<file path="config.mk">
export PLATFORM = sky130hd
export DESIGN_NAME = slice_assembler
export DESIGN_NICKNAME = d
export VERILOG_FILES = /design/src/rtl/slice_pkg.sv /design/src/rtl/sipo_shift25.sv /design/src/rtl/slice_assembler.sv
export SDC_FILE = /design/constraint.sdc
export NUM_CORES = 1
export LEC_CHECK = 0
export CAP_MARGIN = 20
export CORE_MARGIN = 3
export CORE_UTILIZATION = 53
export DETAILED_ROUTE_END_ITERATION = 16
export PLACE_DENSITY = 0.84
export SLEW_MARGIN = 10
export SYNTH_ARGS = -nofsm -noshare
export SYNTH_HDL_FRONTEND = slang
export SYNTH_SLANG_ARGS = --single-unit
</file>
<file path="constraint.sdc">
create_clock -name clk -period 2.1 [get_ports clk]
set_input_delay 0.63 -clock clk [delete_from_list [all_inputs] [get_ports clk]]
set_output_delay 0.63 -clock clk [all_outputs]
set_load 0.05 [all_outputs]
</file>
<file path="src/rtl/slice_pkg.sv">
// Shared constants and FSM state encoding for the slice assembler, encoder and controller.
package slice_pkg;

    localparam int SLICE_W    = 25;
    localparam int NUM_SLICES = 64;
    localparam int IDX_W      = 6;

    typedef enum logic [1:0] {
        IDLE  = 2'd0,
        SHIFT = 2'd1,
        HOLD  = 2'd2,
        DONE  = 2'd3
    } state_t;

endpackage

</file>
<file path="src/rtl/sipo_shift25.sv">
// Serial-in/parallel-out register, MSB-first, with bit counter and full flag.
module sipo_shift25
    import slice_pkg::*;
#(
    parameter int W = SLICE_W
) (
    input  logic         clk,
    input  logic         rst,
    input  logic         clr_i,
    input  logic         shift_i,
    input  logic         bit_i,
    output logic [W-1:0] data_next_o,
    output logic         last_o,
    output logic         full_o
);

    localparam int CW = $clog2(W);
    localparam logic [CW-1:0] LAST_CNT = CW'(W - 1);

    logic [W-1:0]  sreg_q;
    logic [CW-1:0] bcnt_q;
    logic          full_q;

    assign data_next_o = {sreg_q[W-2:0], bit_i};
    assign last_o      = (bcnt_q == LAST_CNT);
    assign full_o      = full_q;

    // The counter parks on its last value once full; a clear restarts the slice.
    always_ff @(posedge clk) begin
        if (rst || clr_i) begin
            sreg_q <= '0;
            bcnt_q <= '0;
            full_q <= 1'b0;
        end else if (shift_i) begin
            sreg_q <= data_next_o;
            if (last_o) begin
                full_q <= 1'b1;
            end else begin
                bcnt_q <= bcnt_q + 1'b1;
            end
        end
    end

endmodule

</file>
<file path="src/rtl/slice_assembler.sv">
// Assembles serial bits into slices, hands them downstream with valid/ready, and counts slices per frame.
// Optional SLICE_PARITY_EN adds a registered XOR-reduction of slice_out on port slice_parity.
module slice_assembler
    import slice_pkg::*;
#(
    parameter int SLICE_W    = slice_pkg::SLICE_W,
    parameter int NUM_SLICES = slice_pkg::NUM_SLICES,
    parameter int IDX_W      = slice_pkg::IDX_W
) (
    input  logic               clk,
    input  logic               rst,
    input  logic               start,
    input  logic               bit_in,
    input  logic               bit_valid,
    output logic               bit_ready,
    output logic [SLICE_W-1:0] slice_out,
    output logic               slice_valid,
    input  logic               slice_ready,
    output logic [IDX_W-1:0]   slice_idx,
    output logic               busy,
`ifdef SLICE_PARITY_EN
    output logic               slice_parity,
`endif
    output logic               done
);

    localparam logic [IDX_W-1:0] LAST_IDX = IDX_W'(NUM_SLICES - 1);

    state_t               state_q, state_d;
    logic [IDX_W-1:0]     slice_idx_q, slice_idx_d;
    logic [SLICE_W-1:0]   slice_out_q, slice_out_d;
    logic [SLICE_W-1:0]   data_next;
    logic                 last_bit, full;
    logic                 frame_go, xfer, handshake, sipo_clr;

    assign frame_go  = (state_q == IDLE) && start;
    assign xfer      = bit_valid && bit_ready;
    assign handshake = (state_q == HOLD) && slice_ready && full;
    assign sipo_clr  = frame_go || handshake;

    sipo_shift25 #(
        .W (SLICE_W)
    ) u_sipo (
        .clk         (clk),
        .rst         (rst),
        .clr_i       (sipo_clr),
        .shift_i     (xfer),
        .bit_i       (bit_in),
        .data_next_o (data_next),
        .last_o      (last_bit),
        .full_o      (full)
    );

    always_ff @(posedge clk) begin
        if (rst) begin
            state_q <= IDLE;
        end else begin
            state_q <= state_d;
        end
    end

    always_comb begin
        state_d = state_q;
        case (state_q)
            IDLE:    if (start) state_d = SHIFT;
            SHIFT:   if (xfer && last_bit) state_d = HOLD;
            HOLD:    if (handshake) state_d = (slice_idx_q == LAST_IDX) ? DONE : SHIFT;
            DONE:    state_d = IDLE;
            default: state_d = IDLE;
        endcase
    end

    always_comb begin
        bit_ready   = (state_q == SHIFT);
        slice_valid = (state_q == HOLD);
        busy        = (state_q != IDLE);
        done        = (state_q == DONE);
    end

    // slice_idx stays at the last index after DONE until the next start.
    always_comb begin
        slice_idx_d = slice_idx_q;
        if (frame_go) begin
            slice_idx_d = '0;
        end else if (handshake && (slice_idx_q != LAST_IDX)) begin
            slice_idx_d = slice_idx_q + 1'b1;
        end
    end

    // Capture the completed slice on the edge that accepts its final bit.
    always_comb begin
        slice_out_d = slice_out_q;
        if (xfer && last_bit) begin
            slice_out_d = data_next;
        end
    end

    always_ff @(posedge clk) begin
        if (rst) begin
            slice_idx_q <= '0;
            slice_out_q <= '0;
        end else begin
            slice_idx_q <= slice_idx_d;
            slice_out_q <= slice_out_d;
        end
    end

    assign slice_idx = slice_idx_q;
    assign slice_out = slice_out_q;

`ifdef SLICE_PARITY_EN
    logic parity_q;

    always_ff @(posedge clk) begin
        if (rst) begin
            parity_q <= 1'b0;
        end else begin
            parity_q <= ^slice_out_d;
        end
    end

    assign slice_parity = parity_q;
`endif

endmodule

</file>
### After elaboration in Yosys (flattened, before gate mapping)

Cells that the tools add are included.
W data, S select, Z words.

* reduce and logical (&&, ||, !) cells: 14
* bitwise operators: 1
* add/subtract/negate cells: 2
* eq/ne operators: 9
* muxes and demuxes: 5

Operator list (count)
* $mux W2: 4
* $pmux W2 S4: 1
* $add A6 B1 Y6 const B: 1
* $eq A6 B6 Y1 const B: 1
* $logic_and A1 B1 Y1: 6
* $ne A6 B6 Y1 const B: 1
* $add A5 B1 Y5 const B: 1
* $eq A5 B5 Y1 const B: 1
* $eq A2 B2 Y1 const B: 2
* $ne A2 B1 Y1 const B: 2
* $reduce_and A2 Y1: 2
* $reduce_and A3 Y1: 1
* $eq A2 B1 Y1 const B: 1
* $logic_not A2 Y1: 1
* $logic_or A1 B1 Y1: 2
* $ne A2 B2 Y1 const B: 1
* $reduce_bool A2 Y1: 1
* $reduce_or A2 Y1: 1
* $not A1 Y1: 1

* input port bits: 6
* output and inout port bits: 35
* word-level logic and storage cells: 37
* flip-flop bits (word level): 63

### Logic depth before layout (Yosys ltp)

* depth in word-level cells: 5
* depth in mapped cells: 7
* depth with buffers taken out: 5

### Hierarchy

From an unflattened synthesis, not the netlist that was laid out.

* cells, all modules: 274
* area, all modules: 2473.6 µm²

Modules (own cells, without submodules)
* slice_assembler: area each 1336.3 µm², seq. area each 660.6 µm², times used 1, cells an instance 163
* sipo_shift25: area each 1137.3 µm², seq. area each 600.6 µm², times used 1, cells an instance 111

### Worst setup path before layout

Ideal clock, no wire load.

* path kind: flip-flop to output port
* start: reg state_q[1]
* end: out slice_valid
* cell stages (with the launch flop): 3
* path buffers: 1
* required time: 1.470 ns
* setup slack: 0.245 ns
* arrival: 1.225 ns
* cells stage by stage: dfxtp_1 buf_6 nor2b_1

* longest elaborated chain between the ends: 1

Ends and longest elaborated chain
* start, declared: line slice_assembler.sv:29 `state_t state_q, state_d;`
* start signal, assigned: line slice_assembler.sv:58 `state_q <= state_d;`
* $eq A2 B2 Y1: line slice_assembler.sv:75 `slice_valid = (state_q == HOLD);`
* end, declared: line slice_assembler.sv:17 `output logic slice_valid,`

Every way passes these cells.

### Worst setup path after layout

* start: reg state_q[0]
* end: out bit_ready

* longest elaborated chain between the ends: 1

Ends and longest elaborated chain
* $eq A2 B1 Y1: line slice_assembler.sv:74 `bit_ready = (state_q == SHIFT);`
* end, declared: line slice_assembler.sv:15 `output logic bit_ready,`

Every way passes these cells.

==> qor.yml <==
number_of_antenna_violations_at_the_first_check_in_global_routing: 0
timing.final.crit_share: 0.962
final_antenna_violating_net_count: 0
timing.critical_path.slowest_cell_delay_ns: 0.54
post-route-cell-area_um2: 3280
cts_hold_buffers: 0
timing.final.crit_period_ns: 2.02
layout.cells.most_common: "dfxtp_1"
die-height_um: 76.8
first_pass_grt_wire_length_um: 9470
p_leak_nw: 1.30
io_buffer_count: 40
post_dr_wirelength_cell_um: 14.3
postLayoutSetupSlackWorst_ns: 0.0808
totalPowerFinal_mw: 2.36
layout_cells_sized_above_1: 0.192
route.detailed.vias_per_inst: 5.60
critical-path-top-delay-family: "flip-flops"
netlist_area_um2: 2660
root_buffer: "clkbuf_8"
first_global_vias: 2035
dpl-instance-area_um2: 3100
timing.critical_path.fanout_max: 11
place.gp.congestion: 0.805
area_growth_pct: 23.1
syn_area_per_cell_um2: 9.27
routed_wirelength_um: 5570
dr_total_vias: 2183
floorplan.rows: 25
start_kind: "flip-flop"
cp-end-kind: "output pin"
netlist_instances: 287
detailed_place_hpwl_um: 3600
most-common-layout-cells: "dfxtp_1 (63), buf_4 (33), nand3_1 (30)"
min-delay-path-class: "flip-flop to flip-flop"
multi_input_comb_area_um2: 1250
syn_nets: 296
num_antenna_cells: 0
timing_hold_violations_final: 0
critical_path.n_buffers_inverters: 1
drv.max_cap_violation_count: 0
fillerInstances: 404
maximum_clock_path_buffer_count: 2
run_status: "finished, final reports clean"
slew_headroom: 0.671
netlist-cell-type-count: 37
drc: 0
dieArea_um2: 5910
timing.final.max_slew_violations: 0
count_of_cell_instances_traversed_by_the_critical_path: 2
die_width_um: 76.8
arrival_ns: 1.39
global_route.usage.total: 0.202
post_layout_nonfiller_instances: 390
fmax_ghz: 0.495
synth_async_sr_flop_share: 0
setup-violations-final: 0
synth-edff-count: 0
timing.reg2reg.worst_path_depth: 6
finish.net_count: 329
vdd_ir_drop_max_uv: 598
worstSkewPairLatency_ns: 0.34
numPlacedInstances: 376
regArea_um2: 1260
worstMarginPinSlew_ns: 0.496
floorplan.initialDensity: 0.556
post-cts-setup-buffers: 0
core_um2: 4790
cts-htree-levels: 3
boundaryPins: 41
postSynth.topFlopCell: "dfxtp_1"
rsz0062_at_grt: "false"
synth-seq-area-share: 0.474
synth_warnings: 0
dr.first_iter.drc_count: 132
totalNegativeSetupSlack_ns: 0
whs_path_depth: 2
cts_made_buffers: 9
clock_sink_count: 63
cts_repair_resize_count: 6
power_per_cell_area_nw_per_um2: 721
clock_skew_ns: 0.00675
tritoncts: "yes"
worstPathCellList: "nor2b_1, buf_12"
overflow: 0
synth_seq_cells: 63
dp_worst_setup_slack_ns: 0.0715
cpMaxStageDelayCell: "dfxtp_1"
worst_ep_required_time_ns: 1.47
register_clock_pin_slew_on_the_reported_worst_setup_and_hold_paths_ns: 0.07
grt_start_max_net_pins: 57
critPathKind: "flip-flop to output pin"
drtPass1Iterations: 5
==> registers in the layout (all words and copies together) (netlist names) <==
signal	flops
slice_idx	6
slice_out	25
state_q	2
u_sipo.bcnt_q	5
u_sipo.full_o	1
u_sipo.sreg_q	24
==> Yosys cell counts (2+ instances only) <==
cell type,n,area (um^2)
a211oi_1,6,45.0
a211oi_2,2,25.0
a21boi_0,2,15.0
a21oi_1,29,145
a311oi_1,2,17.5
a31oi_1,2,12.5
and2_1,2,12.5
and4b_1,2,20.0
buf_2,11,55.1
buf_4,2,15.0
buf_6,2,22.5
clkbuf_1,13,48.8
dfxtp_1,63,1260
ha_1,3,37.5
inv_1,3,11.3
mux2i_1,27,270
nand2_1,3,11.3
nand2b_1,2,12.5
nand3_1,30,150
nand3b_1,4,30.0
nand4b_1,3,26.3
nor2b_1,3,18.8
nor3_1,25,125
o21ai_0,29,145
or3_1,3,18.8
or3b_1,3,26.3
==> worst paths after layout <==
kind                                       start                to  slack [ns]
worst min-delay path               slice_out[21]     slice_out[21]        0.48
worst max-delay path                  state_q[0]         bit_ready        0.08
worst min register to register     slice_out[21]     slice_out[21]        0.48
worst max register to register  u_sipo.bcnt_q[0]  u_sipo.bcnt_q[1]        0.54
==> power by group <==
| part | switching, mW | internal [mW] |
|---|---|---|
| Clock | 0.438 | 0.562 |
| Combinational | 0.0926 | 0.0628 |
| Sequential | 0.00625 | 1.20 |
==> kinds of logic after synthesis <==
family / Yosys count / share of synthesized area
compound gates: 75 / 0.162
buf+inv: 32 / 0.0588
simple gates: 87 / 0.189
mux: 27 / 0.102
flops: 63 / 0.474
fa+ha+maj: 3 / 0.0141
==> layout make-up <==
| type | count | area share |
|---|---|---|
| clock buffer | 10 | 0.0420 |
| inverter | 3 | 0.00344 |
| multi-input combinational | 192 | 0.381 |
| clock inverter | 4 | 0.0145 |
| sequential | 63 | 0.385 |
| timing repair buffer | 51 | 0.148 |
| tap | 67 | 0.0256 |
==> stage by stage <==
step	hold slack, ns	util
after detailed placement	0.468	0.647
after global routing	0.494	0.684
final	0.477	0.684
after floorplan	0.443	-
after CTS	0.479	0.684
after global placement	0.464	0.647
==> worst register-to-register path: cells and delay by family, from the launching register on <==
kind / cells / cell delay [ns]
AND/OR/NAND/NOR: 1 / 0.34
flip-flops: 1 / 0.33
buffers and inverters: 2 / 0.32
AO/OA/AOI/OAI: 2 / 0.32
adder cells (fa/ha/maj): 1 / 0.18
==> metal layers <==
metal,GRT usage,vias up,share of wire
li1,-,1110,-
met1,0.227,1031,0.45
met2,0.343,36,0.50
met3,0.0775,6,0.039
met4,0.0761,0,0.012
met5,0,-,0
Power figures use the tool's default switching activity.
==> variant 1 (config.mk and constraints unchanged) <==
Build with the macro `SLICE_PARITY_EN` defined.
--- a/src/rtl/slice_assembler.sv
+++ b/src/rtl/slice_assembler.sv
@@ -1,5 +1,7 @@
 // Assembles serial bits into slices, hands them downstream with valid/ready, and counts slices per frame.
 // Optional SLICE_PARITY_EN adds a registered XOR-reduction of slice_out on port slice_parity.
+`define SLICE_PARITY_EN
+
 module slice_assembler
     import slice_pkg::*;
 #(
Function (old outputs only; new: slice_parity): kept (Yosys induction, for registers that start in step).
==> variant 1 against the original RTL <==
Synthesized area is 5.1% higher; sequential cell count is 1 higher; hold slack better by 5.3 ps; routed wire length is 0.50% higher; total power is 5.4% lower; critical path type unchanged; worst setup slack better by 100 ps; combinational power is 32% lower; final area is 6.0% higher; register-to-register slack worse by 260 ps; maximum frequency is 5.4% higher.
==> variant 1: results (changes against the original RTL) <==
----------------------------------------------------
[Run status]
  Run status ... complete, no violations

[Synth]
  Ranking of synthesized cells by instance count ... 103 x sky130_fd_sc_hd__nand2_1, 64 x sky130_fd_sc_hd__dfxtp_1, 53 x sky130_fd_sc_hd__a21oi_1
  Synthesized area divided by synthesized cell count ... 8.34 sq um (-10%)
  Synth area leaders ... sky130_fd_sc_hd__dfxtp_1 46%, sky130_fd_sc_hd__nand2_1 14%, sky130_fd_sc_hd__xnor2_1 11%
  Sequential element share of the synthesized area ... 0.458 (-0.0158)
  Post-synthesis cell type count ... 28 (-24%)
  Number of warnings printed during yosys synthesis ... 0 (unchanged)
  Synth Net Count ... 344 (+16%)

[GRT]
  Global-route wire length before repair ... 9360 um (-1.2%)
  Global routing usage summed across all routing layers ... 0.196 (-0.00606)
  Met2 track utilization from global routing ... 0.303 (-0.0401)
  Number of global-route vias before repair ... 2083 (+2.4%)
  Antenna violations before repair ... 0 (unchanged)
  Pin count of the biggest net entering global routing ... 31 (-46%)
  Met3 Use GR ... 0.0791 (+0.00166)
  Global routing usage on met1 ... 0.248 (+0.0205)

[Clock tree]
  Root buf cell ... sky130_fd_sc_hd__clkbuf_8
  Number of gates given a new drive strength after cts ... 1 (-5)
  Buffer count from post-CTS setup fixing ... 0 (unchanged)
  Clock input transition at the sequential cells of the worst setup and hold paths ... 70 ps (about the same)
  Maximum root-to-sink buffer count ... 2 (unchanged)
  CTS buffer count ... 9 (unchanged)
  Clock insertion delay at the later pin of the skew report ... 340 ps (about the same)

[Timing]
  Setup Skew ... 5.44 ps (-1.31 ps)
  Rel. slew slack ... 0.679 (+0.00789)

[Worst setup path]
  Data arrival at the endpoint of the critical path ... 1290 ps (-100 ps)
  Largest fanout on the critical path ... 6 (-5)

[Drt]
  Detailed-routing iteration count for the pre-antenna-repair pass ... 4 (-1)
  DR iter-0 viols ... 120 (-9.1%)
  Metal-1 WL ... 2550 um (+1.8%)
  Routed length per placed instance ... 12.2 um (-14%)
  Met2 wire len ... 2650 um (-4.8%)
  Detailed-routed wire length on met3 ... 337 um (+56%)
  Number of vias in the routed layout ... 2301 (+5.4%)

[Power]
  Max VDD drop ... 0.602 mV (+0.77%)
  Leak ... 1.32 nW (+1.4%)

[Final layout]
  Fin cells ... 458 (+17%)
  Flip-flop count of the largest register, all copies and words added ... 25 (unchanged)
  Count of nets after finishing ... 395 (+20%)
  Layout cells sized above 1 ... 0.176 (-0.0155)

[Place]
  Placed wire-length estimate after detailed placement ... 4090 um (+14%)
  Count of input and output buffers ... 41 (+2.5%)
  Cell count after placement ... 442 (+18%)
  Pre-CTS setup slack ... 5.40 ps (-66.0 ps)
  Routability congestion estimate from global placement ... 0.752 (-6.6%)

[Min path]
  Kind of path behind the tightest hold check ... flop to flop

----------------------------------------------------
[variant 1: cell families (layout without fill, tap and decap cells)]
kind of cell | after synthesis | count (layout) | share of synthesized area
compound gates | 57 | 57 | 0.108
xor+xnor | 52 | 52 | 0.183
simple gates | 138 | 138 | 0.205
buf+inv | 20 | 76 | 0.0286
flops | 64 | 64 | 0.458
fa+ha+maj | 3 | 3 | 0.0134
mux | 1 | 1 | 0.00358
[variant 1: worst max-delay path, stage by stage, from the launching register on]
cell,delay (ps)
sky130_fd_sc_hd__dfxtp_1,430
sky130_fd_sc_hd__nor2b_1,340
sky130_fd_sc_hd__buf_12,180
[variant 1: power breakdown]
| group | total, mW | switching (mW) | internal, mW |
|---|---|---|---|
| clock network | 0.908 | 0.458 | 0.450 |
| registers | 1.22 | 0.00394 | 1.22 |
| logic | 0.105 | 0.0636 | 0.0411 |
[variant 1: per-stage QoR]
step,util,area [sq um]
6_report,0.707,3470
4_1_cts,0.707,3470
2_1_floorplan,-,2800
5_1_grt,0.707,3470
3_3_place_gp,0.672,3300
3_5_place_dp,0.672,3300
[variant 1: worst paths after layout]
path | start | end | slack (ps) | cells after the start
worst min-delay path | slice_out[18]$_SDFF_PP0_ | slice_out[18]$_SDFF_PP0_ | 480 | 2
worst max-delay path | state_q[1]$_SDFFE_PP0P_ | slice_valid | 180 | 2
worst max register to register | slice_out[1]$_SDFF_PP0_ | slice_parity$_SDFF_PP0_ | 280 | 5
worst min register to register | slice_out[18]$_SDFF_PP0_ | slice_out[18]$_SDFF_PP0_ | 480 | 2
[variant 1: final cells by class]
type,count,area (sq um)
clock buffers,10,138
inverters,4,15.0
clock inverters,6,35.0
repair buffers,56,484
well taps,67,83.8
flip-flops and latches,64,1280
multi-input cells,251,1430
fillers,392,1440
==> variant 2 (same flow settings) <==
Made on the original files. One comparison of `bcnt_q` changes from == to >=.
--- a/src/rtl/sipo_shift25.sv
+++ b/src/rtl/sipo_shift25.sv
@@ -22,7 +22,7 @@
     logic          full_q;
 
     assign data_next_o = {sreg_q[W-2:0], bit_i};
-    assign last_o      = (bcnt_q == LAST_CNT);
+    assign last_o      = (bcnt_q >= LAST_CNT);
     assign full_o      = full_q;
 
     // The counter parks on its last value once full; a clear restarts the slice.
Function: no difference found for any inputs over 10 cycles, from zero or initial values and one cycle with rst high; that may be too few to reach the edited logic, so the function may still have changed.
==> variant 2 against the original RTL <==
Global-route usage down 1.0 points; routed wire length rose by 2.0%; synthesized area grew 1.8%; total power increased by 2.5%; largest cell class is now multi-input combinational cells; critical path type unchanged; sequential cell count stayed put; worst setup slack better by 21 ps; final area increased by 1.8%; hold slack got worse by 2.8 ps.
==> variant 2: results (changes against the original RTL) <==
----------------------------------------------------
[Place]
  Placed wire-length estimate after detailed placement ... 3640 um (+1.2%)
  Cell count after placement ... 377 (+0.27%)
  Routability congestion estimate from global placement ... 0.833 (+3.5%)
  Cell Area, Placed ... 0.00314 sq mm (+1.3%)
  Pre-CTS setup slack ... 4.77 ps (-66.7 ps)

[Drt]
  Number of vias in the routed layout ... 2232 (+2.2%)
  Routed length per placed instance ... 14.4 um (+1.2%)
  Detailed-routing iteration count for the pre-antenna-repair pass ... 4 (-1)
  DR iter-0 viols ... 180 (+36%)

[Worst setup path]
  Largest fanout on the critical path ... 12 (+1)
  Max stage delay on crit path ... 590 ps (+50 ps)
  Data arrival at the endpoint of the critical path ... 1370 ps (-20 ps)
  R2r worst-path depth ... 4 (-2)
  Critical R2R Launch ... u_sipo.bcnt_q[4]$_SDFFE_PP0P_
  Reg-to-Reg End ... u_sipo.bcnt_q[0]$_SDFFE_PP0P_

[Timing]
  Setup Skew ... 7.41 ps (+0.657 ps)
  Maximum clock frequency ... 500 MHz (+1.0%)
  Actual transition at the worst max-transition pin ... 765 ps (+269 ps)

[GRT]
  Pin count of the biggest net entering global routing ... 38 (-33%)
  Number of global-route vias before repair ... 2022 (-0.64%)
  Global-route wire length before repair ... 9190 um (-3.0%)

[Power]
  Sequential fraction of design power ... 0.498 (-0.012)
  Net switching power ... 0.549 mW (+2.2%)
  Leak ... 1.38 nW (+6.2%)
  Clock group share of total power ... 0.440 (+0.016)
  Max VDD drop ... 0.603 mV (+0.82%)

[Synth]
  Sequential element share of the synthesized area ... 0.466 (-0.00833)
  Synth Net Count ... 297 (+0.34%)
  Synth area leaders ... sky130_fd_sc_hd__dfxtp_1 47%, sky130_fd_sc_hd__mux2i_1 10%, sky130_fd_sc_hd__nand3_1 5.7%
  Post-synthesis cell type count ... 41 (+11%)
  Synthesized area divided by synthesized cell count ... 9.40 sq um (+1.4%)
  Ranking of synthesized cells by instance count ... 63 x sky130_fd_sc_hd__dfxtp_1, 31 x sky130_fd_sc_hd__nand3_1, 30 x sky130_fd_sc_hd__a21oi_1

[Run status]
  Run status ... complete, no violations

[Final layout]
  Layout cells sized above 1 ... 0.187 (-0.00483)
  Fin cells ... 393 (+0.77%)
  Count of nets after finishing ... 330 (+0.30%)
  Number of filler cells placed in the layout ... 408 (+0.99%)

[Min path]
  Hold Crit Start ... slice_out[11]$_SDFFE_PP0P_
  Hold path endpoint ... slice_out[11]$_SDFFE_PP0P_

[Clock tree]
  Number of gates given a new drive strength after cts ... 8 (+2)

----------------------------------------------------
## variant 2: cell families (layout without fill, tap and decap cells)
| family | after synthesis | in the layout | synth area share |
|---|---|---|---|
| buffers and inverters | 32 | 70 | 0.0656 |
| AOI/OAI and AO/OA | 71 | 71 | 0.146 |
| adders and majority gates | 3 | 3 | 0.0139 |
| and+or+nand+nor | 91 | 91 | 0.205 |
| muxes | 28 | 28 | 0.104 |
| DFF | 63 | 63 | 0.466 |
## variant 2: final cells by class
cell class                 count  area [sq um]  area share
multi-input combinational    193          1270       0.382
sequential                    63          1260       0.378
timing repair buffer          50           493       0.148
clock buffer                  11           151      0.0454
tap                           67          83.8      0.0252
clock inverter                 5          56.3      0.0169
inverter                       4          15.0     0.00450
## variant 2: per-layer routing
metal / global-route usage / up-vias / routed length, um
li1: - / 1116 / -
met1: 0.237 / 1055 / 2700
met2: 0.300 / 50 / 2640
met3: 0.0510 / 11 / 219
met4: 0.112 / 0 / 124
met5: 0 / - / 0
